==> src/rtl/dma_burst_scheduler.sv <==
// dma_burst_scheduler
//   Takes one granted DMA channel transfer and cuts it into word bursts for the
//   DMA engine. A burst is at most MAX_BEATS beats of 4 bytes. No burst crosses
//   a 4KB page on either the source or the destination side. Each burst is
//   offered with a valid/ready handshake. The next burst is not computed until
//   the engine reports completion of the current one.
//
// Ports
//   clk, rst_n           clock; asynchronous active-low reset
//   start, start_ch,     one-cycle transfer request with channel, source and
//   start_src/dst/len    destination byte addresses and byte length
//   abort                level request for early termination (sticky while busy)
//   busy                 transfer in progress
//   cmd_valid/ready      burst command handshake
//   cmd_src/dst/beats/ch burst command payload
//   burst_done/err       engine completion pulse and its error qualifier
//   xfer_done/err/ch     transfer completion pulse, status and channel
//   bytes_left           bytes not yet handed to the engine as commands
module dma_burst_scheduler #(
  parameter int ADDR_W    = 32,
  parameter int LEN_W     = 16,
  parameter int MAX_BEATS = 16
) (
  input  logic                           clk,
  input  logic                           rst_n,
  input  logic                           start,
  input  logic [1:0]                     start_ch,
  input  logic [ADDR_W-1:0]              start_src,
  input  logic [ADDR_W-1:0]              start_dst,
  input  logic [LEN_W-1:0]               start_len,
  input  logic                           abort,
  output logic                           busy,
  output logic                           cmd_valid,
  input  logic                           cmd_ready,
  output logic [ADDR_W-1:0]              cmd_src,
  output logic [ADDR_W-1:0]              cmd_dst,
  output logic [$clog2(MAX_BEATS):0]     cmd_beats,
  output logic [1:0]                     cmd_ch,
  input  logic                           burst_done,
  input  logic                           burst_err,
  output logic                           xfer_done,
  output logic                           xfer_err,
  output logic [1:0]                     xfer_ch,
  output logic [LEN_W-1:0]               bytes_left
);

  localparam int BEAT_W = $clog2(MAX_BEATS) + 1;
  // Wide enough for both the remaining-word count and a full page in words.
  localparam int CALC_W = (LEN_W > 13) ? LEN_W : 13;

  typedef enum logic [2:0] {
    IDLE  = 3'd0,
    CALC  = 3'd1,
    ISSUE = 3'd2,
    WAIT  = 3'd3,
    DONE  = 3'd4
  } state_t;

  state_t              state_r;
  logic [ADDR_W-1:0]   src_r;
  logic [ADDR_W-1:0]   dst_r;
  logic [1:0]          ch_r;
  logic                abort_r;

  logic [CALC_W-1:0]   rem_words_s;
  logic [CALC_W-1:0]   src_room_s;
  logic [CALC_W-1:0]   dst_room_s;
  logic [CALC_W-1:0]   max_words_s;
  logic [CALC_W-1:0]   min_words_s;
  logic [BEAT_W-1:0]   beats_s;
  logic [ADDR_W-1:0]   step_addr_s;
  logic [LEN_W-1:0]    step_len_s;
  logic                misaligned_s;

  function automatic logic [CALC_W-1:0] min2(input logic [CALC_W-1:0] a,
                                             input logic [CALC_W-1:0] b);
    return (a < b) ? a : b;
  endfunction

  // Burst sizing: smallest of the beat cap, remaining words and page room on both sides.
  always_comb begin
    rem_words_s  = CALC_W'(bytes_left >> 2);
    src_room_s   = CALC_W'((13'd4096 - {1'b0, src_r[11:0]}) >> 2);
    dst_room_s   = CALC_W'((13'd4096 - {1'b0, dst_r[11:0]}) >> 2);
    max_words_s  = CALC_W'(MAX_BEATS);
    min_words_s  = min2(min2(max_words_s, rem_words_s), min2(src_room_s, dst_room_s));
    beats_s      = BEAT_W'(min_words_s);
    step_addr_s  = ADDR_W'({cmd_beats, 2'b00});
    step_len_s   = LEN_W'({cmd_beats, 2'b00});
    misaligned_s = (|start_src[1:0]) | (|start_dst[1:0]) | (|start_len[1:0]);
  end

  // Transfer sequencer: state, working addresses and all registered outputs.
  always_ff @(posedge clk or negedge rst_n) begin
    if (!rst_n) begin
      state_r    <= IDLE;
      src_r      <= '0;
      dst_r      <= '0;
      ch_r       <= 2'd0;
      abort_r    <= 1'b0;
      busy       <= 1'b0;
      cmd_valid  <= 1'b0;
      cmd_src    <= '0;
      cmd_dst    <= '0;
      cmd_beats  <= '0;
      cmd_ch     <= 2'd0;
      xfer_done  <= 1'b0;
      xfer_err   <= 1'b0;
      xfer_ch    <= 2'd0;
      bytes_left <= '0;
    end else begin
      xfer_done <= 1'b0;
      // Abort is sticky for the rest of the transfer; DONE clears it below.
      if ((state_r != IDLE) && abort) begin
        abort_r <= 1'b1;
      end else begin
        abort_r <= abort_r;
      end

      case (state_r)
        IDLE: begin
          if (start) begin
            ch_r       <= start_ch;
            src_r      <= start_src;
            dst_r      <= start_dst;
            bytes_left <= start_len;
            busy       <= 1'b1;
            if (misaligned_s) begin
              state_r   <= DONE;
              xfer_done <= 1'b1;
              xfer_err  <= 1'b1;
              xfer_ch   <= start_ch;
            end else if (start_len == '0) begin
              state_r   <= DONE;
              xfer_done <= 1'b1;
              xfer_err  <= 1'b0;
              xfer_ch   <= start_ch;
            end else begin
              state_r <= CALC;
            end
          end
        end

        CALC: begin
          if (abort_r) begin
            state_r   <= DONE;
            xfer_done <= 1'b1;
            xfer_err  <= 1'b1;
            xfer_ch   <= ch_r;
          end else begin
            cmd_src   <= src_r;
            cmd_dst   <= dst_r;
            cmd_beats <= beats_s;
            cmd_ch    <= ch_r;
            cmd_valid <= 1'b1;
            state_r   <= ISSUE;
          end
        end

        // Valid stays up until accepted, abort or not.
        ISSUE: begin
          if (cmd_ready) begin
            cmd_valid  <= 1'b0;
            src_r      <= src_r + step_addr_s;
            dst_r      <= dst_r + step_addr_s;
            bytes_left <= bytes_left - step_len_s;
            state_r    <= WAIT;
          end
        end

        WAIT: begin
          if (burst_done) begin
            if (burst_err || abort_r) begin
              state_r   <= DONE;
              xfer_done <= 1'b1;
              xfer_err  <= 1'b1;
              xfer_ch   <= ch_r;
            end else if (bytes_left == '0) begin
              state_r   <= DONE;
              xfer_done <= 1'b1;
              xfer_err  <= 1'b0;
              xfer_ch   <= ch_r;
            end else begin
              state_r <= CALC;
            end
          end
        end

        DONE: begin
          state_r <= IDLE;
          busy    <= 1'b0;
          abort_r <= 1'b0;
        end

        default: begin
          state_r   <= IDLE;
          busy      <= 1'b0;
          cmd_valid <= 1'b0;
          abort_r   <= 1'b0;
        end
      endcase
    end
  end

endmodule
==> config.mk <==
export PLATFORM = sky130hd
export DESIGN_NAME = dma_burst_scheduler
export DESIGN_NICKNAME = d
export VERILOG_FILES = /design/src/rtl/dma_burst_scheduler.sv
export SDC_FILE = /design/constraint.sdc
export NUM_CORES = 1
export LEC_CHECK = 0
export ABC_AREA = 1
export CORE_MARGIN = 4
export CORE_UTILIZATION = 55
export DETAILED_ROUTE_END_ITERATION = 16
export GPL_TIMING_DRIVEN = 0
export PLACE_DENSITY = 0.85
export SLEW_MARGIN = 40
export SYNTH_ARGS = -nofsm -noshare
export SYNTH_HDL_FRONTEND = slang
export SYNTH_SLANG_ARGS = --single-unit
==> constraint.sdc <==
create_clock -name clk -period 6.47 [get_ports clk]
set_input_delay 1.294 -clock clk [delete_from_list [all_inputs] [get_ports clk]]
set_output_delay 1.294 -clock clk [all_outputs]
set_load 0.02 [all_outputs]
# Yosys cells after proc, flatten, opt, wreduce, memory -nomap -nowiden
# Cells that the tools add are included.
dict set report op_classes {
  addsub 5
  n_lt_le_gt_ge 3
  eq_ne 12
  n_mux 52
  bitwise_logic 5
  reduce_logical 21
}
# cell count
set ops {}
lappend ops {{$mux 32} 4}
lappend ops {{$pmux 32 s2} 2}
lappend ops {{$add 32x7->32} 2}
lappend ops {{$logic_not 16->1} 2}
lappend ops {{$mux 16} 2}
lappend ops {{$pmux 16 s2} 1}
lappend ops {{$lt 14x14->1} 2}
lappend ops {{$mux 14} 2}
lappend ops {{$sub 13x12->14 const A} 2}
lappend ops {{$mux 3} 8}
lappend ops {{$mux 1} 19}
lappend ops {{$sub 16x7->16} 1}
lappend ops {{$lt 5x14->1 const A} 1}
lappend ops {{$mux 2} 7}
lappend ops {{$pmux 3 s4} 1}
lappend ops {{$ne 2x2->1 const B} 5}
lappend ops {{$pmux 1 s3} 3}
lappend ops {{$reduce_and 3->1} 3}
lappend ops {{$eq 3x2->1 const B} 2}
lappend ops {{$ne 3x3->1 const B} 2}
lappend ops {{$pmux 2 s3} 1}
lappend ops {{$reduce_and 2->1} 3}
lappend ops {{$reduce_and 6->1} 1}
lappend ops {{$reduce_bool 3->1} 2}
lappend ops {{other kinds (14)} 20}
dict set report word_totals {
  regBits 163
  in_bits 89
  out_inout_bits 93
  word_cells 113
}

# Longest topological paths before layout
dict set report logic_depth {
  word_depth 6
  ltp_mapped 35
  depth_no_buf 34
}

# Worst setup path before layout
# No wires, ideal clock.
dict set report synth_path {
  kind {register to register}
  start {register src_r[2]}
  end {register cmd_beats[1]}
  setup_ns 0.066
  arrival_ns 3.789
  path_slack_ns 2.615
  stages_incl_launch_ff 35
  path_buffers 1
  synth_period_minus_slack_ns 3.855
  cell_sequence {dfrtp_1 > inv_1 > nand3_2 > nor2_1 > inv_1 > nor2_1 > inv_1 > nor2_1 > inv_1 > nor2_2 > inv_2 > nor2_2 > nand2_1 > nor2_2 > nand2_2 > nor2_4 > nor2_2 > ha_1 > a21oi_1 > o21ai_0 > a21oi_1 > nand2_2 > buf_2 > nand2_1 > o21ai_0 > ha_1 > nand2_1 > nor2_1 > a211oi_1 > nand2_1 > nand2_2 > nand2_2 > nand2_1 > nand3_1 > nand2_1}
}
dict set report synth_between {
  elab_chain_cells 5
}
# item line_no
set synth_rtl {}
lappend synth_rtl {{start: declaration} 60} ;# logic [ADDR_W-1:0] src_r;
lappend synth_rtl {{start signal: assignment} 124} ;# src_r <= start_src;
lappend synth_rtl {{start signal: assignment} 164} ;# src_r <= src_r + step_addr_s;
lappend synth_rtl {{$sub 13x12->14 (*)} 83} ;# src_room_s = CALC_W'((13'd4096 - {1'b0, src_r[11:0]}) >> 2);
lappend synth_rtl {{$lt 14x14->1} 77} ;# return (a < b) ? a : b;
lappend synth_rtl {{$mux 14 (*)} 77}
lappend synth_rtl {{$lt 14x14->1} 77}
lappend synth_rtl {{$mux 5 (*)} 77}
lappend synth_rtl {{end signal: assignment} 153} ;# cmd_beats <= beats_s;
lappend synth_rtl {{end: declaration} 37} ;# output logic [$clog2(MAX_BEATS):0] cmd_beats,
# Mark *: on every way between the ends. The rest lies on a longest branch, timed or not.
# A chain may end at the register's enable or synchronous reset.

# Worst setup path after layout
dict set report layout_path {
  start {register dst_r[1]}
  end {register cmd_beats[0]}
}
dict set report layout_between {
  elab_chain_cells 5
}
# item line_no
set layout_rtl {}
lappend layout_rtl {{start: declaration} 61} ;# logic [ADDR_W-1:0] dst_r;
lappend layout_rtl {{start signal: assignment} 125} ;# dst_r <= start_dst;
lappend layout_rtl {{start signal: assignment} 165} ;# dst_r <= dst_r + step_addr_s;
lappend layout_rtl {{$sub 13x12->14 (*)} 84} ;# dst_room_s = CALC_W'((13'd4096 - {1'b0, dst_r[11:0]}) >> 2);
lappend layout_rtl {{$lt 14x14->1} 77}
lappend layout_rtl {{$mux 14 (*)} 77}
lappend layout_rtl {{$lt 14x14->1} 77}
lappend layout_rtl {{$mux 5 (*)} 77}
# Marks and branches as above.

==> metrics.txt <==
status=finished clean; Synth Instances=1326; WL final=36710 um; initial antenna violation count=0; overall routing resource usage=36.67%; Gate power share=56.0%; clock slew at reported path FFs=0.07 ns; CP most frequent cell=nand2_1; period utilisation layout=71.35%; CP top delay family=simple AND/OR/NAND/NOR gates; area delta synth->final=28.10%; Top FF cell, synth=dfrtp_1; Starting DRT DRC Count=1297; Leak=5.733 nW; R2R Setup Slk=1.85 ns; # fillers=1415; crit path to=cmd_beats[0]$_DFFE_PN0P_; Synthesis Warnings=0; htree depth=4; Slew HR=38.25%; sequential cell area=4079 um^2; ANT cells=0; FF-to-FF End=cmd_beats[0]$_DFFE_PN0P_; Critical-path top delay cell=dfrtp_1; pin count of the biggest net entering global routing=66; hold_buf cts=0; Via density=5.959; WP buf/inv=7; f_max=216.6 MHz; total grt overflow=0; initial core utilization=56.62%; Synth Area per Inst=7.462 um^2; Placer Congestion=0.9996; CTS tree=built; layout cells sized above 1=7.374%; CP endpoint kind=flop; final hold viol count=0; Seq/Total Area, Yosys=41.22%; switch share=50.16%; # resized after CTS=0; DRC violation count after routing=0; layout net count=1661; number of global-route vias before repair=10460; Clock Root Buffer=clkbuf_16; Setup-failing EPs final=0; num ports=182; Seq pwr share=28.8%; crit-path max FO=10; clock share of power=15.2%; number of synthesized flops with an enable pin=0; max incr delay on CP=0.45 ns; CP startpoint=dst_r[1]$_DFFE_PN0P_; skew final=0.01277 ns; die width=142.1 um; Non-Filler Instances=1771; die height=142.1 um; Slew Limit Fails=0; dpl cells=1739; CP required=6.84 ns; Synth cell types=48; CTS buffer count=17; maxcap violations=0; worst slew pin tran=0.9262 ns; Worst R2R Path Depth=33; Worst Hold Class=flop to flop; Multi-input gate area=5057 um^2; first-pass GRT wire length=56520 um; Fin Setup TNS=0 ns; CORE AREA=17480 um^2; register bit total from synthesis=163; asr flop ratio synth=100.0%; Post-CTS Repair Setup Buffers=0; NetSw=3.510 mW; Clock Path Buffers=2; RSZ-0062 raised after global routing=no; First-pass DRT Iterations=8; clk sinks=163; worst path arrival time=4.99 ns; row count=48; PwrDens=552.1 nW/um^2; wire per inst=20.73 um; crit path launch type=flop; PortBufs=181; critical path type=flop to flop; Pint=3.487 mW; Clock Latency Late Sink=0.44 ns; Worst IR Drop VDD=0.2941 mV; hpwl dp=27850 um; remaining antenna violation count=0; WP depth=33; Die ar.=20200 um^2; mapped cell area=9894 um^2; crit path time final=4.617 ns; FF-to-FF Start=dst_r[1]$_DFFE_PN0P_; Vias=10550
[routing by layer]
| layer | GRT usage (%) | up-vias | share of wire, % |
|---|---|---|---|
| li1 | - | 4795 | - |
| met1 | 48.89 | 5004 | 40 |
| met2 | 56.25 | 621 | 44 |
| met3 | 10.65 | 133 | 12 |
| met4 | 15.30 | 0 | 4.4 |
| met5 | 0 | - | 0 |
[placed cells by master, fill, tap and decap left out, types with 3 or more instances in the layout]
cell type        count
o211ai_1            28
nor4_1              13
buf_2                9
nand3_4              3
mux2_2               4
nand2_1            355
conb_1               6
nand3_1             57
o31ai_1              3
nor2_2              11
fa_1                 3
or2_2               10
nand4_1             15
nor3_1              24
ha_1                36
o22ai_1             17
a211oi_1             3
o21ai_2              3
inv_8                4
nor3_2               6
nor2_4               5
clkdlybuf4s50_1    180
xnor2_1              4
nand2_2              9
nor3b_1              3
clkbuf_16           17
buf_1                4
nor2_1              97
xor2_1              18
inv_2               11
inv_6                3
inv_1              145
clkbuf_1            34
a21oi_1             44
a31oi_1              8
o21ai_0            153
clkinvlp_4           3
dfrtp_1            163
o21ai_1              9
[per-stage QoR]
stage          power, mW  hold slack, ns  worst slack [ns]  area, um^2  utilization (%)
4_1_cts            6.913          0.4798             1.921       12670            72.52
3_3_place_gp       5.684          0.4572            -2.639       12010            68.70
6_report           6.998          0.4767             1.853       12670            72.52
5_1_grt            7.492          0.5057             1.401       12670            72.52
3_5_place_dp       5.810          0.4587             1.962       12070            69.05
2_1_floorplan      4.290          0.4691             2.615        9913                -
[state kept, by name (all words and copies together) (netlist names)]
signal / flops
cmd_dst: 32
cmd_src: 32
dst_r: 32
src_r: 32
bytes_left: 16
cmd_beats: 5
state_r: 3
ch_r: 2
cmd_ch: 2
xfer_ch: 2
abort_r: 1
busy: 1
cmd_valid: 1
xfer_done: 1
xfer_err: 1
[area by class of cell]
| cell class | instances | area share (%) |
|---|---|---|
| multi-input cells | 964 | 39.90 |
| flip-flops and latches | 163 | 32.18 |
| repair buffers | 183 | 14.77 |
| inverters | 156 | 4.620 |
| clock buffers | 18 | 3.465 |
| well taps | 225 | 2.221 |
| plain buffers | 48 | 1.520 |
| clock inverters | 14 | 1.323 |
[worst register-to-register path, delay by kind of cell (launching register included)]
| family | cells | cell delay (ns) |
|---|---|---|
| adders and majority gates | 2 | 0.62 |
| AOI/OAI and AO/OA | 5 | 0.70 |
| DFF | 1 | 0.45 |
| buffers and inverters | 7 | 0.69 |
| xor gates and xnor gates | 1 | 0.36 |
| and+or+nand+nor | 18 | 1.76 |
[cell families after synthesis]
group | count (synthesis) | share of synthesized area, %
adders and majority gates | 39 | 5.159
DFF | 163 | 41.22
muxes | 4 | 0.4552
buffers and inverters | 204 | 7.853
xor gates and xnor gates | 22 | 1.947
AOI/OAI and AO/OA | 277 | 15.67
other | 1 | 0.03790
and+or+nand+nor | 616 | 27.66
[cells in the mapped netlist, types with 2 or more instances]
cell type  instances  area share (%)
a211oi_1           3            0.23
a21oi_1           44             2.2
a31oi_1            8            0.51
buf_1              4            0.15
buf_2              9            0.46
clkbuf_1          35             1.3
dfrtp_1          163              41
fa_1               3            0.61
ha_1              36             4.6
inv_1            145             5.5
inv_2             11            0.42
mux2_2             4            0.46
nand2_1          355              13
nand2_2            9            0.57
nand3_1           57             2.9
nand3_2            2            0.20
nand3_4            3            0.53
nand4_1           15            0.95
nor2_1            97             3.7
nor2_2            11            0.70
nor2_4             5            0.57
nor3_1            24             1.2
nor3_2             6            0.61
nor3b_1            3            0.23
nor4_1            13            0.82
o211ai_1          28             2.1
o21ai_0          153             7.7
o21ai_1            9            0.46
o21ai_2            3            0.27
o22ai_1           17             1.1
o31ai_1            3            0.23
o41ai_1            2            0.18
or2_0              2            0.13
or2_2             10            0.63
xnor2_1            4            0.35
xor2_1            18             1.6
[worst min path at each step]
stage	startpoint	to	slack, ns	cells past startpoint
after floorplan	src_r[1]$_DFFE_PN0P_	src_r[1]$_DFFE_PN0P_	0.47	2
after global placement	cmd_ch[0]$_DFFE_PN0P_	cmd_ch[0]$_DFFE_PN0P_	0.46	2
after detailed placement	cmd_src[16]$_DFFE_PN0P_	cmd_src[16]$_DFFE_PN0P_	0.46	2
after CTS	cmd_dst[14]$_DFFE_PN0P_	cmd_dst[14]$_DFFE_PN0P_	0.48	2
after global routing	cmd_src[16]$_DFFE_PN0P_	cmd_src[16]$_DFFE_PN0P_	0.51	2
final	cmd_src[12]$_DFFE_PN0P_	cmd_src[12]$_DFFE_PN0P_	0.48	2
[power by group through the flow]
stage	Combinational, mW	Clock, mW	Sequential (mW)
after detailed placement	3.81	0	2.00
after global routing	4.32	1.11	2.06
after floorplan	2.13	0	2.16
after global placement	3.70	0	1.98
final	3.92	1.06	2.01
after CTS	3.86	1.07	1.99
(Power assumes the default switching activity.)
